`src/rtl/memory_stage_pkg.sv`:
```
// Shared definitions for the RV32I MEM stage: decoded-opcode bit indices, funct3 codes,
// FSM encoding and byte-lane helpers.
package memory_stage_pkg;

    localparam int OPCODE_WIDTH = 11;

    // One-hot decoded opcode bit positions
    localparam int OP_RTYPE  = 0;
    localparam int OP_ITYPE  = 1;
    localparam int OP_LOAD   = 2;
    localparam int OP_STORE  = 3;
    localparam int OP_BRANCH = 4;
    localparam int OP_JAL    = 5;
    localparam int OP_JALR   = 6;
    localparam int OP_LUI    = 7;
    localparam int OP_AUIPC  = 8;
    localparam int OP_SYSTEM = 9;
    localparam int OP_FENCE  = 10;

    localparam logic [2:0] F3_LB  = 3'b000;
    localparam logic [2:0] F3_LH  = 3'b001;
    localparam logic [2:0] F3_LW  = 3'b010;
    localparam logic [2:0] F3_LBU = 3'b100;
    localparam logic [2:0] F3_LHU = 3'b101;
    localparam logic [2:0] F3_SB  = 3'b000;
    localparam logic [2:0] F3_SH  = 3'b001;
    localparam logic [2:0] F3_SW  = 3'b010;

    typedef enum logic [1:0] {
        ST_IDLE = 2'd0,
        ST_REQ  = 2'd1,
        ST_WAIT = 2'd2,
        ST_HOLD = 2'd3
    } mem_state_e;

    // Halfwords pick their lane from a[1] alone so an odd address never spills past the word.
    function automatic logic [3:0] lane_sel(input logic [2:0] f3, input logic [1:0] off);
        case (f3[1:0])
            2'b00:   lane_sel = 4'b0001 << off;
            2'b01:   lane_sel = off[1] ? 4'b1100 : 4'b0011;
            default: lane_sel = 4'b1111;
        endcase
    endfunction

    function automatic logic [31:0] store_data(input logic [2:0] f3, input logic [31:0] rs2);
        case (f3[1:0])
            2'b00:   store_data = {4{rs2[7:0]}};
            2'b01:   store_data = {2{rs2[15:0]}};
            default: store_data = rs2;
        endcase
    endfunction

    function automatic logic is_misaligned(input logic [2:0] f3, input logic [1:0] off);
        case (f3[1:0])
            2'b00:   is_misaligned = 1'b0;
            2'b01:   is_misaligned = off[0];
            default: is_misaligned = (off != 2'b00);
        endcase
    endfunction

endpackage

```
`src/rtl/memory_stage_if.sv`:
```
// Wishbone-classic data bus between the MEM stage (master) and data memory (slave).
interface memory_stage_if #(
    parameter int DWIDTH = 32
);
    logic              cyc;
    logic              stb;
    logic              we;
    logic [DWIDTH-1:0] addr;
    logic [DWIDTH-1:0] dat_w;
    logic [3:0]        sel;
    logic              ack;
    logic              stall;
    logic [DWIDTH-1:0] dat_r;

    modport master (
        output cyc, stb, we, addr, dat_w, sel,
        input  ack, stall, dat_r
    );

    modport slave (
        input  cyc, stb, we, addr, dat_w, sel,
        output ack, stall, dat_r
    );
endinterface

```
`src/rtl/memory_stage_load_align.sv`:
```
// Load lane extraction: selects byte/halfword from the read word and sign/zero extends it.
module mem_load_align
    import memory_stage_pkg::*;
(
    input  logic [2:0]  funct3,
    input  logic [1:0]  byte_off,
    input  logic [31:0] rdata,
    output logic [31:0] result
);

    logic [7:0]  lanes [4];
    logic [7:0]  byte_v;
    logic [15:0] half_v;

    genvar gi;
    generate
        for (gi = 0; gi < 4; gi++) begin : g_lane
            assign lanes[gi] = rdata[8*gi +: 8];
        end
    endgenerate

    always_comb begin
        byte_v = lanes[byte_off];
        half_v = byte_off[1] ? rdata[31:16] : rdata[15:0];
        case (funct3)
            F3_LB:   result = {{24{byte_v[7]}}, byte_v};
            F3_LBU:  result = {24'b0, byte_v};
            F3_LH:   result = {{16{half_v[15]}}, half_v};
            F3_LHU:  result = {16'b0, half_v};
            default: result = rdata;
        endcase
    end

endmodule

```
`src/rtl/memory_stage.sv`:
```
// RV32I MEM stage: registers EX results, runs loads/stores on a Wishbone-classic bus.
// Optional MEM_MISALIGN_CHECK_EN rejects misaligned H/W accesses and adds me_o_misaligned.
module memory_stage
    import memory_stage_pkg::*;
#(
    parameter int DWIDTH      = 32,
    parameter int AWIDTH      = 5,
    parameter int PC_WIDTH    = 32,
    parameter int FUNCT_WIDTH = 3
) (
    input  logic                    me_clk,
    input  logic                    me_rst,
    input  logic                    me_i_ce,
    input  logic                    me_i_stall,
    input  logic                    me_i_flush,
    input  logic [OPCODE_WIDTH-1:0] me_i_opcode,
    input  logic [FUNCT_WIDTH-1:0]  me_i_funct3,
    input  logic [DWIDTH-1:0]       me_i_alu_value,
    input  logic [DWIDTH-1:0]       me_i_data_rs2,
    input  logic [AWIDTH-1:0]       me_i_addr_rd,
    input  logic                    me_i_we_reg,
    input  logic [PC_WIDTH-1:0]     me_i_pc,
    output logic                    me_o_ce,
    output logic [AWIDTH-1:0]       me_o_addr_rd,
    output logic [DWIDTH-1:0]       me_o_data_rd,
    output logic                    me_o_we_reg,
    output logic [PC_WIDTH-1:0]     me_o_pc,
    output logic                    me_o_stall,
    output logic                    me_o_flush,
`ifdef MEM_MISALIGN_CHECK_EN
    output logic                    me_o_misaligned,
`endif
    memory_stage_if.master          wb
);

    mem_state_e          state_q, state_d;
    logic                cyc_q, cyc_d, stb_q, stb_d, wb_we_q, wb_we_d;
    logic [DWIDTH-1:0]   wb_addr_q, wb_addr_d, wb_data_q, wb_data_d;
    logic [3:0]          wb_sel_q, wb_sel_d;
    logic [2:0]          txn_f3_q, txn_f3_d;
    logic [1:0]          txn_off_q, txn_off_d;
    logic                txn_store_q, txn_store_d, txn_we_q, txn_we_d;
    logic [AWIDTH-1:0]   txn_rd_q, txn_rd_d;
    logic [PC_WIDTH-1:0] txn_pc_q, txn_pc_d;
    logic                discard_q, discard_d;
    logic [DWIDTH-1:0]   hold_data_q, hold_data_d;
    logic                ce_q, ce_d, we_reg_q, we_reg_d, flush_q, flush_d;
    logic [AWIDTH-1:0]   addr_rd_q, addr_rd_d;
    logic [DWIDTH-1:0]   data_rd_q, data_rd_d;
    logic [PC_WIDTH-1:0] pc_q, pc_d;
`ifdef MEM_MISALIGN_CHECK_EN
    logic                mis_q, mis_d;
`endif

    logic                accept, mem_op, is_store, bad_align, bus_done, kill, finish;
    logic [DWIDTH-1:0]   load_value, result_value;
    logic                unused_opcode_bits;

    assign unused_opcode_bits = ^{me_i_opcode[OPCODE_WIDTH-1:OP_STORE+1], me_i_opcode[OP_LOAD-1:0]};

    mem_load_align u_align (
        .funct3   (txn_f3_q),
        .byte_off (txn_off_q),
        .rdata    (wb.dat_r),
        .result   (load_value)
    );

    assign me_o_stall = (state_q != ST_IDLE) | me_i_stall;
    assign accept     = me_i_ce & ~me_o_stall;
    assign is_store   = me_i_opcode[OP_STORE];
    assign mem_op     = me_i_opcode[OP_LOAD] | is_store;
    assign bus_done   = wb.ack & ((state_q == ST_WAIT) | ((state_q == ST_REQ) & ~wb.stall));
    assign kill       = discard_q | me_i_flush;
`ifdef MEM_MISALIGN_CHECK_EN
    assign bad_align  = is_misaligned(me_i_funct3, me_i_alu_value[1:0]);
`else
    assign bad_align  = 1'b0;
`endif

    always_comb begin
        state_d      = state_q;
        cyc_d        = cyc_q;
        stb_d        = stb_q;
        wb_we_d      = wb_we_q;
        wb_addr_d    = wb_addr_q;
        wb_data_d    = wb_data_q;
        wb_sel_d     = wb_sel_q;
        txn_f3_d     = txn_f3_q;
        txn_off_d    = txn_off_q;
        txn_store_d  = txn_store_q;
        txn_we_d     = txn_we_q;
        txn_rd_d     = txn_rd_q;
        txn_pc_d     = txn_pc_q;
        discard_d    = discard_q;
        hold_data_d  = hold_data_q;
        ce_d         = ce_q;
        we_reg_d     = we_reg_q;
        addr_rd_d    = addr_rd_q;
        data_rd_d    = data_rd_q;
        pc_d         = pc_q;
        flush_d      = me_i_flush;
        finish       = 1'b0;
        result_value = load_value;
`ifdef MEM_MISALIGN_CHECK_EN
        mis_d        = mis_q;
`endif
        // Writeback-facing outputs are single-cycle pulses unless WB is stalling.
        if (!me_i_stall) begin
            ce_d     = 1'b0;
            we_reg_d = 1'b0;
`ifdef MEM_MISALIGN_CHECK_EN
            mis_d    = 1'b0;
`endif
        end

        case (state_q)
            ST_IDLE: begin
                if (accept && !me_i_flush) begin
                    if (mem_op && !bad_align) begin
                        state_d     = ST_REQ;
                        cyc_d       = 1'b1;
                        stb_d       = 1'b1;
                        wb_we_d     = is_store;
                        wb_addr_d   = {me_i_alu_value[DWIDTH-1:2], 2'b00};
                        wb_sel_d    = lane_sel(me_i_funct3, me_i_alu_value[1:0]);
                        wb_data_d   = store_data(me_i_funct3, me_i_data_rs2);
                        txn_f3_d    = me_i_funct3;
                        txn_off_d   = me_i_alu_value[1:0];
                        txn_store_d = is_store;
                        txn_we_d    = me_i_we_reg;
                        txn_rd_d    = me_i_addr_rd;
                        txn_pc_d    = me_i_pc;
                        discard_d   = 1'b0;
                    end else begin
                        ce_d      = 1'b1;
                        addr_rd_d = me_i_addr_rd;
                        pc_d      = me_i_pc;
                        data_rd_d = mem_op ? '0 : me_i_alu_value;
                        we_reg_d  = ~mem_op & me_i_we_reg & (me_i_addr_rd != '0);
`ifdef MEM_MISALIGN_CHECK_EN
                        mis_d     = mem_op;
`endif
                    end
                end
            end
            ST_REQ, ST_WAIT: begin
                if (me_i_flush)
                    discard_d = 1'b1;
                if (state_q == ST_REQ && !wb.stall) begin
                    stb_d   = 1'b0;
                    state_d = ST_WAIT;
                end
                if (bus_done) begin
                    cyc_d   = 1'b0;
                    stb_d   = 1'b0;
                    wb_we_d = 1'b0;
                    // A stalled WB cannot take the result yet; park it until it can.
                    if (me_i_stall) begin
                        hold_data_d = load_value;
                        state_d     = ST_HOLD;
                    end else begin
                        finish  = 1'b1;
                        state_d = ST_IDLE;
                    end
                end
            end
            ST_HOLD: begin
                if (me_i_flush)
                    discard_d = 1'b1;
                if (!me_i_stall) begin
                    finish       = 1'b1;
                    result_value = hold_data_q;
                    state_d      = ST_IDLE;
                end
            end
            default: state_d = ST_IDLE;
        endcase

        if (finish) begin
            ce_d      = ~kill;
            addr_rd_d = txn_rd_q;
            pc_d      = txn_pc_q;
            data_rd_d = txn_store_q ? '0 : result_value;
            we_reg_d  = txn_we_q & ~txn_store_q & (txn_rd_q != '0) & ~kill;
        end
    end

    always_ff @(posedge me_clk or negedge me_rst) begin
        if (!me_rst) begin
            state_q     <= ST_IDLE;
            cyc_q       <= 1'b0;
            stb_q       <= 1'b0;
            wb_we_q     <= 1'b0;
            wb_addr_q   <= '0;
            wb_data_q   <= '0;
            wb_sel_q    <= '0;
            txn_f3_q    <= '0;
            txn_off_q   <= '0;
            txn_store_q <= 1'b0;
            txn_we_q    <= 1'b0;
            txn_rd_q    <= '0;
            txn_pc_q    <= '0;
            discard_q   <= 1'b0;
            hold_data_q <= '0;
            ce_q        <= 1'b0;
            we_reg_q    <= 1'b0;
            addr_rd_q   <= '0;
            data_rd_q   <= '0;
            pc_q        <= '0;
            flush_q     <= 1'b0;
`ifdef MEM_MISALIGN_CHECK_EN
            mis_q       <= 1'b0;
`endif
        end else begin
            state_q     <= state_d;
            cyc_q       <= cyc_d;
            stb_q       <= stb_d;
            wb_we_q     <= wb_we_d;
            wb_addr_q   <= wb_addr_d;
            wb_data_q   <= wb_data_d;
            wb_sel_q    <= wb_sel_d;
            txn_f3_q    <= txn_f3_d;
            txn_off_q   <= txn_off_d;
            txn_store_q <= txn_store_d;
            txn_we_q    <= txn_we_d;
            txn_rd_q    <= txn_rd_d;
            txn_pc_q    <= txn_pc_d;
            discard_q   <= discard_d;
            hold_data_q <= hold_data_d;
            ce_q        <= ce_d;
            we_reg_q    <= we_reg_d;
            addr_rd_q   <= addr_rd_d;
            data_rd_q   <= data_rd_d;
            pc_q        <= pc_d;
            flush_q     <= flush_d;
`ifdef MEM_MISALIGN_CHECK_EN
            mis_q       <= mis_d;
`endif
        end
    end

    assign wb.cyc       = cyc_q;
    assign wb.stb       = stb_q;
    assign wb.we        = wb_we_q;
    assign wb.addr      = wb_addr_q;
    assign wb.dat_w     = wb_data_q;
    assign wb.sel       = wb_sel_q;
    assign me_o_ce      = ce_q;
    assign me_o_addr_rd = addr_rd_q;
    assign me_o_data_rd = data_rd_q;
    assign me_o_we_reg  = we_reg_q;
    assign me_o_pc      = pc_q;
    assign me_o_flush   = flush_q;
`ifdef MEM_MISALIGN_CHECK_EN
    assign me_o_misaligned = mis_q;
`endif

endmodule
```
`src/flat_wrapper.sv`:
```
// flat-port wrapper written by rule: the top's interface ports become plain ports
module memory_stage_flat import memory_stage_pkg::*;
#(
    parameter int DWIDTH      = 32,
    parameter int AWIDTH      = 5,
    parameter int PC_WIDTH    = 32,
    parameter int FUNCT_WIDTH = 3
)
  (me_clk, me_rst, me_i_ce, me_i_stall, me_i_flush, me_i_opcode, me_i_funct3, me_i_alu_value, me_i_data_rs2, me_i_addr_rd, me_i_we_reg, me_i_pc, me_o_ce, me_o_addr_rd, me_o_data_rd, me_o_we_reg, me_o_pc, me_o_stall, me_o_flush, wb_cyc, wb_stb, wb_we, wb_addr, wb_dat_w, wb_sel, wb_ack, wb_stall, wb_dat_r);
  memory_stage_if #(.DWIDTH(DWIDTH)) wb_i ();
  input  logic me_clk;
  input  logic me_rst;
  input  logic me_i_ce;
  input  logic me_i_stall;
  input  logic me_i_flush;
  input  logic [OPCODE_WIDTH-1:0] me_i_opcode;
  input  logic [FUNCT_WIDTH-1:0] me_i_funct3;
  input  logic [DWIDTH-1:0] me_i_alu_value;
  input  logic [DWIDTH-1:0] me_i_data_rs2;
  input  logic [AWIDTH-1:0] me_i_addr_rd;
  input  logic me_i_we_reg;
  input  logic [PC_WIDTH-1:0] me_i_pc;
  output logic me_o_ce;
  output logic [AWIDTH-1:0] me_o_addr_rd;
  output logic [DWIDTH-1:0] me_o_data_rd;
  output logic me_o_we_reg;
  output logic [PC_WIDTH-1:0] me_o_pc;
  output logic me_o_stall;
  output logic me_o_flush;
  output wire logic [$bits(wb_i.cyc)-1:0] wb_cyc;
  output wire logic [$bits(wb_i.stb)-1:0] wb_stb;
  output wire logic [$bits(wb_i.we)-1:0] wb_we;
  output wire logic [$bits(wb_i.addr)-1:0] wb_addr;
  output wire logic [$bits(wb_i.dat_w)-1:0] wb_dat_w;
  output wire logic [$bits(wb_i.sel)-1:0] wb_sel;
  input wire logic [$bits(wb_i.ack)-1:0] wb_ack;
  input wire logic [$bits(wb_i.stall)-1:0] wb_stall;
  input wire logic [$bits(wb_i.dat_r)-1:0] wb_dat_r;
  assign wb_cyc = wb_i.cyc;
  assign wb_stb = wb_i.stb;
  assign wb_we = wb_i.we;
  assign wb_addr = wb_i.addr;
  assign wb_dat_w = wb_i.dat_w;
  assign wb_sel = wb_i.sel;
  assign wb_i.ack = wb_ack;
  assign wb_i.stall = wb_stall;
  assign wb_i.dat_r = wb_dat_r;
  memory_stage #(.DWIDTH(DWIDTH), .AWIDTH(AWIDTH), .PC_WIDTH(PC_WIDTH), .FUNCT_WIDTH(FUNCT_WIDTH)) u_core (.me_clk(me_clk), .me_rst(me_rst), .me_i_ce(me_i_ce), .me_i_stall(me_i_stall), .me_i_flush(me_i_flush), .me_i_opcode(me_i_opcode), .me_i_funct3(me_i_funct3), .me_i_alu_value(me_i_alu_value), .me_i_data_rs2(me_i_data_rs2), .me_i_addr_rd(me_i_addr_rd), .me_i_we_reg(me_i_we_reg), .me_i_pc(me_i_pc), .me_o_ce(me_o_ce), .me_o_addr_rd(me_o_addr_rd), .me_o_data_rd(me_o_data_rd), .me_o_we_reg(me_o_we_reg), .me_o_pc(me_o_pc), .me_o_stall(me_o_stall), .me_o_flush(me_o_flush), .wb(wb_i));
endmodule
```
`config.mk`:
```
export PLATFORM = sky130hd
export DESIGN_NAME = memory_stage_flat
export DESIGN_NICKNAME = d
export VERILOG_FILES = /design/src/rtl/memory_stage_pkg.sv /design/src/rtl/memory_stage_if.sv /design/src/rtl/memory_stage_load_align.sv /design/src/rtl/memory_stage.sv /design/src/flat_wrapper.sv
export SDC_FILE = /design/constraint.sdc
export NUM_CORES = 1
export LEC_CHECK = 0
export CORE_MARGIN = 1
export CORE_UTILIZATION = 48
export DETAILED_ROUTE_END_ITERATION = 16
export PLACE_DENSITY = 0.82
export RECOVER_POWER = 100
export SLEW_MARGIN = 25
export SYNTH_ARGS = -nofsm -noshare
export SYNTH_HDL_FRONTEND = slang
export SYNTH_SLANG_ARGS = --single-unit
```
`constraint.sdc`:
```
create_clock -name me_clk -period 2.2 [get_ports me_clk]
set_input_delay 0.33 -clock me_clk [delete_from_list [all_inputs] [get_ports me_clk]]
set_output_delay 0.33 -clock me_clk [all_outputs]
set_load 0.01 [all_outputs]
```
; Word-level counts from Yosys, hierarchy flattened
; Index checks and enable logic that the tools add are counted.
[word_totals]
regBits = 220
latch_bits = 0
ram_bits = 0
mem_bits_ro = 0
in_bits = 155
output_inout_bits = 144
word_cells = 134
memories = 0
[classes]
n_addsub = 0
multipliers = 0
n_div = 0
magnitude_cmp = 1
eq_ne = 14
n_shift = 1
muxes = 57
bitwise_logic = 18
reduce_logical = 22
[op_table]
columns = operator, count
row1 = $mux 32, 11
row2 = $pmux 32 s4, 1
row3 = $pmux 32 s2, 1
row4 = $mux 1, 22
row5 = $mux 5, 4
row6 = $bmux 8 s2, 1
row7 = $mux 16, 1
row8 = $mux 8, 2
row9 = $mux 2, 6
row10 = $reduce_and 4->1, 3
row11 = $pmux 1 s2, 5
row12 = $reduce_bool 5->1, 2
row13 = $reduce_and 3->1, 3
row14 = $and 1x1->1, 8
row15 = $ne 2x1->1 const B, 4
row16 = $pmux 4 s2, 1
row17 = $reduce_bool 2->1, 4
row18 = $eq 3x3->1 const B, 2
row19 = $pmux 2 s3, 1
row20 = $not 1->1, 5
row21 = $eq 2x1->1 const B, 2
row22 = $eq 2x2->1 const B, 2
row23 = $logic_not 2->1, 2
row24 = $mux 4, 1
row25 = 13 further kinds, 19

; Logic depth before layout (Yosys ltp)
; Gate-level depths: netlist of run 1.
[depth]
word_depth = 9
depth_mapped = 9
mapped_depth_nobuf = 7

; By module
; Synthesis of run 1 repeated with hierarchy kept, for this count alone.
[unflattened]
hier_cells = 1064
area_unflattened_um2 = 10736.5
[modules_own_cells]
columns = module, instances, cells_per_inst, area_each_um2, seq_area_each_um2
row1 = memory_stage, 1, 955, 10108.4, 5505.3
row2 = mem_load_align, 1, 109, 628.1, 0.0

; Least setup slack after synthesis of run 1
; OpenSTA, ideal clock, no wires.
[synth_path]
kind = flip-flop to flip-flop
from = register u_core.state_q[1]
to = register u_core.data_rd_q[24] (netlist: u_core.me_o_data_rd[24])
setup_ns = 0.096
arrival_time_ns = 1.859
t_required_ns = 2.104
path_slack_ns = 0.246
stages_incl_launch_ff = 9
path_buffers = 2
cell_sequence = dfrtp_1 > inv_1 > ha_1 > nor2_2 > o2111ai_1 > a21o_1 > buf_4 > buf_2 > o32ai_2
[synth_via]
elab_chain_cells = 8
[synth_lines]
columns = item, line_no
row1 = from (decl), memory_stage.sv:36  ; mem_state_e state_q, state_d;
row2 = from (signal assigned), memory_stage.sv:215  ; state_q <= state_d;
row3 = $eq 2x1->1, "memory_stage.sv:72, memory_stage.sv:116"
row4 = $and 1x1->1, memory_stage.sv:72  ; assign bus_done = wb.ack & ((state_q == ST_WAIT) | ((state_q == ST_REQ) & ~wb.stall));
row5 = $or 1x1->1, memory_stage.sv:72
row6 = $and 1x1->1, memory_stage.sv:72
row7 = $mux 1, memory_stage.sv:153  ; if (bus_done) begin
row8 = $pmux 1 s2, memory_stage.sv:116  ; case (state_q)
row9 = $ne 2x2->1 (no source line) / $reduce_bool 2->1 (equally long branches), --
row10 = $reduce_and 3->1 (no source line), --
row11 = to (signal assigned), memory_stage.sv:233  ; data_rd_q <= data_rd_d;
row12 = to (decl), memory_stage.sv:49  ; logic [DWIDTH-1:0] data_rd_q, data_rd_d;
; Several ways; a longest one is shown, not always the timed one.
; A chain may end at the register's enable or synchronous reset.

; Worst setup path after layout of run 1
[layout_path]
from = register u_core.state_q[0]
to = output port me_o_stall
[layout_via]
elab_chain_cells = 2
[layout_lines]
columns = item, line_no
row1 = $reduce_bool 2->1, memory_stage.sv:68  ; assign me_o_stall = (state_q != ST_IDLE) | me_i_stall;
row2 = $or 1x1->1, memory_stage.sv:68
row3 = to (decl), flat_wrapper.sv:28  ; output logic me_o_stall;
; No other way between the ends.

==> flow_summary.toml, run 1 <==
[global_route]
grt-ovfl-total = 0
grt_antenna_before_repair = 0
grt-busiest-layer = "met2"
grt_use_met2 = 0.468
grt_util_met1 = 0.348
grt_max_degree = 114
grt_pass1_wl_um = 49300
grt_util_all_layers = 0.280
grt_pass1_vias = 9320
use_met3 = 0.0689

[timing]
fin_skew_ns = 0.0148
fin_crit_ns = 2.15
worst_slack_ns = 0.0523
slew_violations = 0
tightest_slew_ns = 1.25
slew_headroom = 0.167
max_freq_ghz = 0.466
hold_viol_final = 0
setup_viol = 0
period_share = 0.976

[setup_path]
regToRegSetupSlack_ns = 0.08
path_class = "flop to primary output"
cp_max_fo = 5
end_kind = "primary output"
arrival_ns = 1.82
r2r_cells = 7
r2r-end = "u_core.me_o_data_rd[20]"
start_kind = "flop"
crit-reg2reg-launch = "u_core.state_q[0]"
required_ns = 1.87

[cts]
cts-buffers-inserted = 24
clockBufferDepth = 3
h-tree-depth = 1
cts-root-buf = "clkbuf_16"
path_clk_slew_ns = 0.06
cts_tree = "yes"
cts.sinks = 220
clock_latency_ns = 0.52

[yosys]
synth-edff-count = 0
synth_common_cells = "nand2_1, dfrtp_1, o21ai_0"
async_flop_share = 1.00
ys_warn_count = 0
yosys.area.top_type = "dfrtp_1"
yosysMostFrequentCell = "nand2_1"
yosysSeqAreaShare = 0.524
synthDistinctLibCells = 60
synth_top_area_frac = 0.524
avgSynthCellArea_um2 = 9.53
synth.ff_latch_count = 220
synthesis.instances = 1103
syn_area_um2 = 10500
synth_top_flop_cell = "dfrtp_1"
synth_area_leaders = "dfrtp_1, nand2_1, mux2i_1, o21ai_0, a22oi_1"

[floorplanning]
die_h_um = 150
pin_count = 299
die_area_um2 = 22500
die_w_um = 150
core_um2 = 21200
fp-row-count = 53
initial_core_util = 0.495

[placed_design]
dp_slack_ns = -0.199
portBuffers = 287
detailed_place_hpwl_um = 22300
gp_congestion = 0.888
placed_cells = 1637

[drt]
first_pass_iters = 5
wl_per_cell_um = 18.7
drtIter0Drc = 794
routed_wl_um = 31400
vias = 9378
drc = 0
routed_via_density = 5.59
ant_nets = 0

[finish]
n_antenna_cell = 0
layout.cells.non_filler = 1678
syn2layout_area_growth_pct = 40.3
drive_gt1_frac = 0.0898
nets = 1551

[power]
vdd_ir_drop_max_v = 0.000699
power_density_nw_per_um2 = 1300
leakage_nw = 6.84

[min_path]
hold_path.class = "primary input to asynchronous set/reset pin"

[run]
cap_violations = 0

[run_status]
status = "completed"
## worst max path at each step
stage                              from                 endpoint  slack [ns]
finish                u_core.state_q[0]               me_o_stall        0.05
global route          u_core.state_q[0]               me_o_stall      -0.004
CTS                 u_core.txn_off_q[0]  u_core.me_o_data_rd[20]        0.04
detailed placement          wb_dat_r[7]  u_core.me_o_data_rd[20]       -0.20
global placement            wb_dat_r[7]  u_core.me_o_data_rd[19]       -0.13
floorplan             u_core.state_q[1]  u_core.me_o_data_rd[24]        0.25
## critical path, stage by stage, from the launching register on
cell	delay, ns
dfrtp_1	0.43
inv_2	0.12
ha_2	0.22
buf_4	0.15
nand2b_1	0.06
dlygate4sd2_1	0.31
## timing repair
item | 4_1_cts | 5_1_grt
setup buffers | 0 | 1
setup endpoints to repair | 1 | 55
resized for setup | 3 | 6
pin swaps | 0 | 1
hold buffers | 1 | 0
endpoints found under the hold margin | 220 | 0
cloned | 0 | 0
## cell usage in the layout, fill, tap and decap left out, types with 18 or more instances in the layout
cell type	netlist	routed
a22o_1	18	18
clkbuf_16	0	24
dfrtp_1	220	220
a21oi_1	28	28
clkdlybuf4s50_1	0	284
mux2i_1	68	68
nor2_1	50	50
inv_1	51	50
nand2b_1	22	22
o21ai_0	82	82
nand2_1	306	304
a22oi_1	37	37
buf_4	5	32
## final cells by class
type,count,area [µm²]
clock inverter,5,41.3
clock buffer,34,698
fill,1602,6480
multi-input combinational,754,4510
timing repair buffer,339,3460
inverter,51,191
tap,275,344
sequential,220,5510
## routing by layer
metal | share of wire | up-vias
met4 | 0.039 | 0
met3 | 0.089 | 72
met5 | 0 | -
li1 | - | 4340
met2 | 0.48 | 396
met1 | 0.39 | 4570
## report_power, final
part           internal, mW  switching (mW)  total [mW]
logic                  4.30            4.04        8.34
clock network          2.19            1.61        3.80
registers              5.87            1.12        6.99
## stage by stage
step                 util  hold slack, ns  area, µm²  setup TNS (ns)  power, mW
global placement    0.659           0.130      14000           -1.99       14.9
global route        0.695           0.241      14700        -0.00363       20.3
CTS                 0.695           0.182      14700               0       19.1
detailed placement  0.659           0.130      14000           -3.07       15.2
finish              0.695           0.211      14700               0       19.1
floorplan               -          0.0344      10500               0       11.0
## cells by family (layout without fill, tap and decap cells)
group | Yosys count | count (layout) | synth area share
AO/OA/AOI/OAI | 259 | 259 | 0.180
adder cells (fa/ha/maj) | 6 | 6 | 0.00715
buffers and inverters | 130 | 429 | 0.0539
flip-flops | 220 | 220 | 0.524
multiplexers | 70 | 70 | 0.0669
other | 1 | 2 | 0.000357
AND/OR/NAND/NOR | 417 | 417 | 0.167
Note: power is estimated with default switching activity, not from simulation.
==> run 2: changes to the inputs <==
--- a/config.mk
+++ b/config.mk
@@ -10,6 +10,7 @@
 export DETAILED_ROUTE_END_ITERATION = 16
 export PLACE_DENSITY = 0.82
 export RECOVER_POWER = 100
+export SKIP_LAST_GASP = 1
 export SLEW_MARGIN = 25
 export SYNTH_ARGS = -nofsm -noshare
 export SYNTH_HDL_FRONTEND = slang
==> results of run 2 <==
No change in the layout: final DEF, timing and power equal those of run 1.
==> run 3: changes to the inputs <==
--- a/config.mk
+++ b/config.mk
@@ -6,9 +6,9 @@
 export NUM_CORES = 1
 export LEC_CHECK = 0
 export CORE_MARGIN = 1
-export CORE_UTILIZATION = 48
+export CORE_UTILIZATION = 45
 export DETAILED_ROUTE_END_ITERATION = 16
-export PLACE_DENSITY = 0.82
+export PLACE_DENSITY = 0.78
 export RECOVER_POWER = 100
 export SKIP_LAST_GASP = 1
 export SLEW_MARGIN = 25
==> flow_summary.toml, run 3 (synthesized netlist as in run 1, its figures left out) <==
[finish]
final_common_cell = "nand2_1"
drive_gt1_frac = 0.0924
final_area_um2 = 14800
post-route-util = 0.651
layout.cells.non_filler = 1731
fillCellCount = 1879
nets = 1559
final_cell_mix = "nand2_1, dfrtp_1, dlygate4sd3_1, clkdlybuf4s50_1, o21ai_0"
syn2layout_area_growth_pct = 41.0

[timing]
grt_setup_unrepaired = "no"
period_share = 0.965
fin_crit_ns = 2.12
hold_slack_ns = 0.359
fin_skew_ns = 0.0187
tns_ns = 0
setup_viol = 0
slew_headroom = -0.0814
worst_slack_ns = 0.0762
tightest_slew_ns = 1.62
slew_violations = 66
max_freq_ghz = 0.471
hold_viol_final = 0

[cts]
path_clk_slew_ns = 0.06
cts.sinks = 220
cts-root-buf = "clkbuf_16"
cts-buffers-inserted = 25
clockBufferDepth = 3
h-tree-depth = 1
clock_latency_ns = 0.53
cts_tree = "yes"

[placed_design]
placed_area_um2 = 14000
portBuffers = 287
placed_cells = 1682
detailed_place_hpwl_um = 22700
gp_congestion = 0.882
dp_slack_ns = -0.199

[floorplanning]
die_area_um2 = 24000
core_um2 = 22800
fp-row-count = 55
initial_core_util = 0.461
die_h_um = 155
pin_count = 299
die_w_um = 155

[run_status]
status = "finished, violations left"
violations = "max-capacitance violations, max-slew violations"

[setup_path]
arrival_ns = 1.79
regToRegSetupSlack_ns = 0.10
path_class = "flop to primary output"
end_kind = "primary output"
cp_max_fo = 5
r2r-end = "u_core.me_o_data_rd[11]"
crit-reg2reg-launch = "u_core.txn_f3_q[0]"
r2r_cells = 5
start_kind = "flop"
required_ns = 1.87

[power]
power_density_nw_per_um2 = 1280
leakage_nw = 7.12
finalPower_mw = 19.0
vdd_ir_drop_max_v = 0.000690

[drt]
first_pass_iters = 5
wl_per_cell_um = 18.5
vias = 9332
routed_via_density = 5.39
routed_wl_um = 32000
ant_nets = 0
met2_length_um = 15400
wl_met1_um = 13000
drtIter0Drc = 609
dr_wl_met3_um = 2590
drc = 0
top_layer_used = "met4"

[run]
cap_violations = 1

[global_route]
grt_max_degree = 115
grt_pass1_vias = 9360
grt_util_all_layers = 0.268
grt_antenna_before_repair = 1
grt-ovfl-total = 0
grt_pass1_wl_um = 50700

[min_path]
min_to = "u_core.txn_pc_q[8]"
min_from = "me_i_pc[8]"
hold_path.class = "primary input to flop"
holdPathStages = 3
## run 3: cell types whose count changed in the layout (fill, tap and decap cells not counted), moves of 4 or more
| cell | change |
|---|---|
| buf_4 | +4 |
| o32ai_2 | -5 |
| o32ai_1 | +5 |
| dlygate4sd3_1 | +141 |
| clkinv_2 | +7 |
| clkdlybuf4s50_1 | -141 |
| buf_12 | -4 |
| clkbuf_2 | +5 |
## run 3: power breakdown
group | internal (mW) | switching (mW)
Clock | 2.47 | 1.75
Combinational | 3.82 | 4.00
Sequential | 5.86 | 1.10
## run 3: worst max-delay path, cell delays in order (launching register included)
cell and delay (ns):
dfrtp_1 0.38, inv_1 0.15, ha_4 0.19, clkbuf_2 0.15, nand2b_1 0.09, dlygate4sd2_1 0.31
## run 3: worst max-delay path by stage
stage	slack, ns	cells past startpoint	endpoint	from
CTS	0.005	5	me_o_stall	u_core.state_q[0]
floorplan	0.25	8	u_core.me_o_data_rd[24]	u_core.state_q[1]
finish	0.08	5	me_o_stall	u_core.state_q[1]
global route	0.002	8	u_core.hold_data_q[10]	u_core.state_q[1]
detailed placement	-0.20	6	u_core.me_o_data_rd[18]	wb_dat_r[15]
global placement	-0.19	6	u_core.me_o_data_rd[20]	wb_dat_r[15]
## run 3: cell type report
type                            instances  area [µm²]  area share
Multi-Input combinational cell        754        4440       0.299
Antenna cell                            1        2.50    0.000169
Sequential cell                       220        5510       0.372
Inverter                               51         191      0.0129
Clock buffer                           32         692      0.0467
Clock inverter                         14         141     0.00954
Tap cell                              313         392      0.0264
Timing Repair Buffer                  346        3460       0.233
## run 3: timing repair
item,4_1_cts,5_1_grt
gates resized for setup,2,5
buffers inserted,0,1
hold buffers,1,0
pin swaps,0,1
endpoints found under the setup margin,1,26
endpoints found under the hold margin,64,0
## run 3: layer usage
metal	global-route usage	vias to the layer above
met5	0	-
met2	0.443	396
met3	0.0686	69
met1	0.341	4508
met4	0.0957	0
li1	-	4359
